`config.mk`:
```
export PLATFORM = sky130hd
export DESIGN_NAME = ram_dualport_param
export DESIGN_NICKNAME = d
export VERILOG_FILES = /design/src/rtl/ram_dualport_param.sv
export SDC_FILE = /design/constraint.sdc
export NUM_CORES = 2
export LEC_CHECK = 0
export CAP_MARGIN = 20
export CORE_ASPECT_RATIO = 1.5
export CORE_MARGIN = 2
export CORE_UTILIZATION = 32
export CTS_CLUSTER_SIZE = 40
export DETAILED_ROUTE_END_ITERATION = 6
export PLACE_DENSITY = 0.42
export SLEW_MARGIN = 10
export SYNTH_ARGS = -nofsm -noshare
export SYNTH_HDL_FRONTEND = slang
export SYNTH_SLANG_ARGS = --single-unit
export TNS_END_PERCENT = 30
```
`constraint.sdc`:
```
create_clock -name clk -period 3.5 [get_ports clk]
set_input_delay 0.525 -clock clk [delete_from_list [all_inputs] [get_ports clk]]
set_output_delay 0.525 -clock clk [all_outputs]
set_load 0.05 [all_outputs]
```
`src/rtl/ram_dualport_param.sv`:
```
// True dual-port RAM with width/depth parameters, optional output register, a collision flag
// and a sweep engine that writes INIT_VAL everywhere after reset or on clr_req.

module ram_dualport_param #(
   parameter int                DATA_W   = 8,
   parameter int                ADDR_W   = 7,
   parameter logic [DATA_W-1:0] INIT_VAL = '0,
   parameter bit                READ_NEW = 1'b0,
   parameter bit                OUT_REG  = 1'b0
) (
   input  logic              clk,
   input  logic              rst_n,
   input  logic              clr_req,
   input  logic              a_en,
   input  logic              a_we,
   input  logic [ADDR_W-1:0] a_addr,
   input  logic [DATA_W-1:0] a_wdata,
   output logic [DATA_W-1:0] a_rdata,
   output logic              a_rvalid,
   input  logic              b_en,
   input  logic              b_we,
   input  logic [ADDR_W-1:0] b_addr,
   input  logic [DATA_W-1:0] b_wdata,
   output logic [DATA_W-1:0] b_rdata,
   output logic              b_rvalid,
   output logic              init_busy,
   output logic              collision
);

   localparam int DEPTH = 2**ADDR_W;

   typedef enum logic {ST_CLEAR, ST_RUN} state_t;

   state_t            state;
   state_t            state_nxt;
   logic [ADDR_W-1:0] sweep_addr;
   logic              sweep_last;
   logic              run;

   logic              same_addr;
   logic              a_wr, a_rd, b_wr, b_rd, b_wr_ok;
   logic              coll_now;
   logic [DATA_W-1:0] a_rd_word, b_rd_word;

   logic [DATA_W-1:0] a_q_dat, b_q_dat;
   logic              a_q_vld, b_q_vld;

   logic [DATA_W-1:0] mem [DEPTH];

   assign sweep_last = (sweep_addr == {ADDR_W{1'b1}});

   // State register; sweep address only advances while clearing and parks at 0 otherwise.
   always_ff @(posedge clk or negedge rst_n) begin
      if (!rst_n) begin
         state      <= ST_CLEAR;
         sweep_addr <= '0;
      end else begin
         state <= state_nxt;
         if (state == ST_CLEAR) sweep_addr <= sweep_addr + ADDR_W'(1);
         else                   sweep_addr <= '0;
      end
   end

   always_comb begin
      state_nxt = state;
      case (state)
         ST_CLEAR: if (sweep_last) state_nxt = ST_RUN;
         ST_RUN:   if (clr_req)    state_nxt = ST_CLEAR;
         default:  state_nxt = ST_CLEAR;
      endcase
   end

   always_comb begin
      init_busy = 1'b0;
      run       = 1'b0;
      case (state)
         ST_CLEAR: init_busy = 1'b1;
         ST_RUN:   run       = 1'b1;
         default:  init_busy = 1'b1;
      endcase
   end

   assign same_addr = (a_addr == b_addr);
   assign a_wr      = run & a_en & a_we;
   assign a_rd      = run & a_en & ~a_we;
   assign b_wr      = run & b_en & b_we;
   assign b_rd      = run & b_en & ~b_we;
   // Port A wins a write-write conflict on the same word.
   assign b_wr_ok   = b_wr & ~(a_wr & same_addr);
   assign coll_now  = run & a_en & b_en & same_addr & (a_we | b_we);

   assign a_rd_word = (READ_NEW && b_wr && same_addr) ? b_wdata : mem[a_addr];
   assign b_rd_word = (READ_NEW && a_wr && same_addr) ? a_wdata : mem[b_addr];

   always_ff @(posedge clk) begin
      if (init_busy) begin
         mem[sweep_addr] <= INIT_VAL;
      end else begin
         if (a_wr)    mem[a_addr] <= a_wdata;
         if (b_wr_ok) mem[b_addr] <= b_wdata;
      end
   end

   // First read stage; data only updates on a read so rdata holds across writes and idles.
   always_ff @(posedge clk or negedge rst_n) begin
      if (!rst_n) begin
         a_q_dat   <= '0;
         b_q_dat   <= '0;
         a_q_vld   <= 1'b0;
         b_q_vld   <= 1'b0;
         collision <= 1'b0;
      end else begin
         a_q_vld   <= a_rd;
         b_q_vld   <= b_rd;
         collision <= coll_now;
         if (a_rd) a_q_dat <= a_rd_word;
         if (b_rd) b_q_dat <= b_rd_word;
      end
   end

   generate
      if (OUT_REG) begin : g_oreg
         logic [DATA_W-1:0] a_o_dat, b_o_dat;
         logic              a_o_vld, b_o_vld;

         // Not gated by init_busy, so a read caught in flight by a clear still completes.
         always_ff @(posedge clk or negedge rst_n) begin
            if (!rst_n) begin
               a_o_dat <= '0;
               b_o_dat <= '0;
               a_o_vld <= 1'b0;
               b_o_vld <= 1'b0;
            end else begin
               a_o_vld <= a_q_vld;
               b_o_vld <= b_q_vld;
               if (a_q_vld) a_o_dat <= a_q_dat;
               if (b_q_vld) b_o_dat <= b_q_dat;
            end
         end

         assign a_rdata  = a_o_dat;
         assign a_rvalid = a_o_vld;
         assign b_rdata  = b_o_dat;
         assign b_rvalid = b_o_vld;
      end else begin : g_noreg
         assign a_rdata  = a_q_dat;
         assign a_rvalid = a_q_vld;
         assign b_rdata  = b_q_dat;
         assign b_rvalid = b_q_vld;
      end
   endgenerate

endmodule
```
# Word-level counts from Yosys, hierarchy flattened

Memories as Yosys holds them, arrays and structs flattened. A register that Yosys moved wholly into a read port is not among the register bits.
Index checks and enable logic that the tools add are counted.

Register bits after elaboration: 11
RAM bits: 1,024
Input port bits: 37
Output and inout bits: 20
Word-level logic and storage cells: 43
Memories: 1

Memory list:

| memory | depth | width | read ports | clocked after Yosys merged registers in | wr ports | RTL line | RTL |
|---|---|---|---|---|---|---|---|
| mem    | 128   | 8     | 2          | 2                                       | 2        | 48       | `logic [DATA_W-1:0] mem [DEPTH];` |

Add/sub/neg operators: 1
Eq/ne operators: 2
Muxes and demuxes: 15
Bitwise logic cells: 16
Reductions and logical operators: 3

Operator list:

| kind                                                          | count |
|---|---|
| 7-bit 2-to-1 mux                                              | 2 |
| 1-bit AND                                                     | 11 |
| 1-bit 2-to-1 mux                                              | 11 |
| 8-bit 2-to-1 mux                                              | 1 |
| 8-bit OR reduction                                            | 1 |
| 7-bit by 1-bit adder with 7-bit output, second input constant | 1 |
| 7-bit == test                                                 | 1 |
| 7-bit == test, second input constant                          | 1 |
| 1-bit inverter                                                | 4 |
| 1-bit zero test                                               | 2 |
| 1-bit one-hot mux with 2 select lines                         | 1 |
| 1-bit bitwise OR                                              | 1 |

# Longest topological paths before layout

Depth after elaboration: 9
Gate-level depth with buffers: 12

# Worst setup path before layout

No wires, ideal clock.

Path kind: input port to flip-flop
From: input a_addr[0]
To: memory mem[28][0] (enable)
Data arrival time: 2.610 ns
Path slack: 0.506 ns
Stages: 10
Buffers on the path: 6
Cells stage by stage: buf_4 buf_6 buf_6 buf_4 buf_4 nand3b_1 nand2_1 nand3_1 clkbuf_1 o21ai_0

RTL lines:

| item        | RTL line | RTL |
|---|---|---|
| from (decl) | 16       | `input logic [ADDR_W-1:0] a_addr,` |
| to (decl)   | 48       |  |

==> flow_summary.rst <==
.. list-table::
   :header-rows: 1

   * - Metric
     - Value
   * - Outcome
     - complete, no violations
   * - Core Util, Final
     - 0.388
   * - Worst path slowest cell
     - sky130_fd_sc_hd__nor2b_4
   * - Share of post-route cells with drive strength above 1
     - 0.487
   * - Die boundary width
     - 369 um
   * - Top cell types by occurrence after synthesis
     - sky130_fd_sc_hd__mux2_2 (1,154), sky130_fd_sc_hd__edfxtp_1 (1,024), sky130_fd_sc_hd__clkbuf_1 (337), sky130_fd_sc_hd__mux2i_1 (230), sky130_fd_sc_hd__mux4_2 (225)
   * - Initial antenna violation count
     - 17
   * - Post-route design area
     - 0.0769 mm^2
   * - Critical Path RT
     - 4.12 ns
   * - Total negative setup slack
     - 0 ns
   * - Number of DRC markers after the initial detailed-route iteration
     - 5,745
   * - Worst Hold Depth
     - 2
   * - Largest stage delay, worst path
     - 1.04 ns
   * - Area growth syn-to-layout
     - 20.4%
   * - Reg clk slew, reported paths
     - 0.06 ns
   * - Final layout net count
     - 5,027
   * - Async SR Flop Fraction
     - 0.0257
   * - Unrepaired setup endpoints after global routing
     - false
   * - Total design power
     - 32.2 mW
   * - Number of buffers inserted during clock tree synthesis
     - 114
   * - Cell row count
     - 200
   * - Largest driver fanout on the critical path
     - 17
   * - DRC violations left
     - 0
   * - Syn_nets
     - 4,655
   * - Kind of end point of the critical path
     - register
   * - Shortest clock period the worst path allows after layout
     - 3.26 ns
   * - Post-Place Cells
     - 7,498
   * - Synthesized area
     - 0.0639 mm^2
   * - Most frequent cell after synthesis
     - sky130_fd_sc_hd__mux2_2
   * - Remaining global-route overflow
     - 0
   * - Number of inserted filler cells in the final layout
     - 18,848
   * - Cell count after synthesis
     - 4,617
   * - Overall fraction of global-route tracks in use
     - 0.312
   * - Place WS
     - -0.324 ns
   * - Number of H-tree levels
     - 3
   * - Seq/Total Area, Yosys
     - 0.492
   * - Core ar.
     - 0.198 mm^2
   * - Die extent in y
     - 551 um
   * - Cell type with the highest aggregate area in the netlist
     - sky130_fd_sc_hd__edfxtp_1
   * - Port Buf Inserts
     - 56
   * - Relative slew slack
     - 0.171
   * - Syn. warnings
     - 0
   * - Non-filler cells in the finished layout
     - 7,715
   * - Final weighted congestion of routability-driven global placement
     - 0.990
   * - Yosys reg bits
     - 1,051
   * - Worst hold path class
     - in2reg
   * - TritonRoute pass-1 iters
     - 6
   * - Wirelength, routed
     - 323,000 um
   * - Netlist cell types
     - 84
   * - Number of violations of the max-capacitance limit
     - 0
   * - Final setup viols
     - 0
   * - Post-CTS resize count
     - 0
   * - Total via count in the routed design
     - 48,092
   * - Worst Path Arrival
     - 3.88 ns
   * - Worst-Skew Late Latency
     - 0.79 ns
   * - Final setup slack of the worst path
     - 0.236 ns
   * - Overall die area
     - 0.203 mm^2
   * - Final cycle utilization of the critical path
     - 0.933
   * - Count of endpoints failing hold in the final timing report
     - 0
   * - Top post-synthesis cells by area
     - sky130_fd_sc_hd__edfxtp_1 (48%), sky130_fd_sc_hd__mux2_2 (20%), sky130_fd_sc_hd__mux4_2 (7.9%)
   * - EDFF count, synth
     - 1,024
   * - Cell Chain, Critical Path
     - buf_8 -> nor2b_4 -> buf_4 -> a22oi_1 -> nand3_1 -> o211ai_1 -> a2111oi_2 -> a31oi_1
   * - Routed wire length per instance
     - 41.9 um
   * - Root Driver
     - sky130_fd_sc_hd__clkbuf_16
   * - Maximum clock skew at final layout
     - 0.0601 ns
   * - Transition time at the pin with the least slew margin
     - 1.24 ns
   * - Maximum count of clock buffers along a single path
     - 3
   * - Top achievable clock speed
     - 0.306 GHz
   * - Clock sink count
     - 1,051
   * - Detail Placement HPWL
     - 232,000 um
   * - Post-Place Cell Area
     - 0.0732 mm^2
   * - TritonCTS clock tree
     - yes
   * - Main synth FF type
     - sky130_fd_sc_hd__edfxtp_1
   * - Average size of a mapped cell
     - 13.8 um^2
   * - Maximum number of pins on one net before global-route repair
     - 82
   * - Largest vdd supply drop
     - 0.369 mV
   * - Total power per unit cell area
     - 418 mW/mm^2
   * - Wire length of the first global-routing pass
     - 436,000 um
   * - Via count of the first global-routing pass
     - 48,427
   * - Post-route ant nets
     - 0
   * - Slew Viols, Final
     - 0
   * - Smallest hold slack
     - 0.334 ns
   * - Count of pins on the block boundary
     - 57
   * - R2R cell count
     - 8
   * - Portion of synthesized cell area occupied by the leading cell type
     - 0.481
   * - Static power due to leakage
     - 29.6 nW
   * - Type of element launching the critical path
     - primary input
   * - Via-to-Cell Ratio
     - 6.23
   * - Effective utilization at floorplan
     - 0.322
   * - Crit Path Class
     - in2reg
-- final cells by class --
type	count	area, um^2	area share
diodes	5	12.5	0.000163
clock buffers	142	2980	0.0387
clock inverters	69	693	0.00901
inverters	10	42.5	0.000553
multi-input cells	3029	30100	0.391
flip-flops and latches	1051	31400	0.409
well taps	2626	3290	0.0427
repair buffers	783	8370	0.109
-- worst paths after layout --
path	start	endpoint	slack [ns]
setup / recovery	b_addr[0]	b_rdata[3]	0.24
max in group asynchronous	rst_n	b_rdata[3]	2.25
hold / removal	b_wdata[0]	mem[86][0]	0.33
setup reg to reg	state	mem[82][3]	0.41
min in group asynchronous	rst_n	a_rvalid	0.51
hold reg to reg	sweep_addr[0]	sweep_addr[0]	0.56
-- logic make-up after synthesis --
logic type	Yosys count	synth area share
adders and majority gates	1	0.000196
and+or+nand+nor	508	0.0433
muxes	1626	0.322
xor gates and xnor gates	11	0.00151
buffers and inverters	537	0.0405
AOI/OAI and AO/OA	883	0.101
DFF	1051	0.492
-- per-layer routing --
metal,wire (um),global-route usage,part of all wire,vias to the layer above
met5,80,0,0.00025,-
met4,23900,0.194,0.074,12
met3,21900,0.0515,0.068,703
met2,156000,0.524,0.48,2436
met1,122000,0.374,0.38,25488
li1,-,-,-,19453
-- worst max-delay path, delay by kind of cell --
family | cells | cell delay (ns)
compound gates | 4 | 1.36
buf+inv | 2 | 0.49
simple gates | 2 | 1.43
-- power breakdown --
group | total (mW) | switching (mW) | leakage, nW | internal, mW
Sequential | 14.3 | 0.269 | 10.9 | 14.0
Clock | 12.6 | 5.71 | 1.79 | 6.91
Combinational | 5.28 | 3.54 | 16.9 | 1.74
Total | 32.2 | 9.51 | 29.6 | 22.7
-- sequential cells by signal, summed over array words and instances (netlist names) --
signal,count
mem,1024
a_rdata,8
b_rdata,8
sweep_addr,7
a_rvalid,1
b_rvalid,1
collision,1
state,1
-- timing repair --
action | 4_1_cts | 5_1_grt
endpoints found under the hold margin | 27 | 0
buffers inserted | 0 | 0
hold buffers | 1 | 0
-- layout by cell type, fill, tap and decap left out, types with 24 or more instances in the layout --
cell type                            n
sky130_fd_sc_hd__a21oi_1            81
sky130_fd_sc_hd__dfrtp_1            27
sky130_fd_sc_hd__clkbuf_1           27
sky130_fd_sc_hd__nand2_1           173
sky130_fd_sc_hd__nand3_1            33
sky130_fd_sc_hd__o22ai_1           123
sky130_fd_sc_hd__buf_4             546
sky130_fd_sc_hd__a221oi_1          128
sky130_fd_sc_hd__nor2_1             50
sky130_fd_sc_hd__a22oi_1           130
sky130_fd_sc_hd__edfxtp_1         1024
sky130_fd_sc_hd__a31oi_1            24
sky130_fd_sc_hd__a221o_1            35
sky130_fd_sc_hd__nand2_2            39
sky130_fd_sc_hd__clkinv_2           26
sky130_fd_sc_hd__buf_12            189
sky130_fd_sc_hd__mux2_2           1154
sky130_fd_sc_hd__clkbuf_16         115
sky130_fd_sc_hd__mux4_2            225
sky130_fd_sc_hd__clkdlybuf4s50_1    37
sky130_fd_sc_hd__nor2_2             38
sky130_fd_sc_hd__o221ai_1           62
sky130_fd_sc_hd__mux2i_1           230
sky130_fd_sc_hd__a211oi_1           33
sky130_fd_sc_hd__o21ai_0           132
Power figures use the tool's default switching activity.
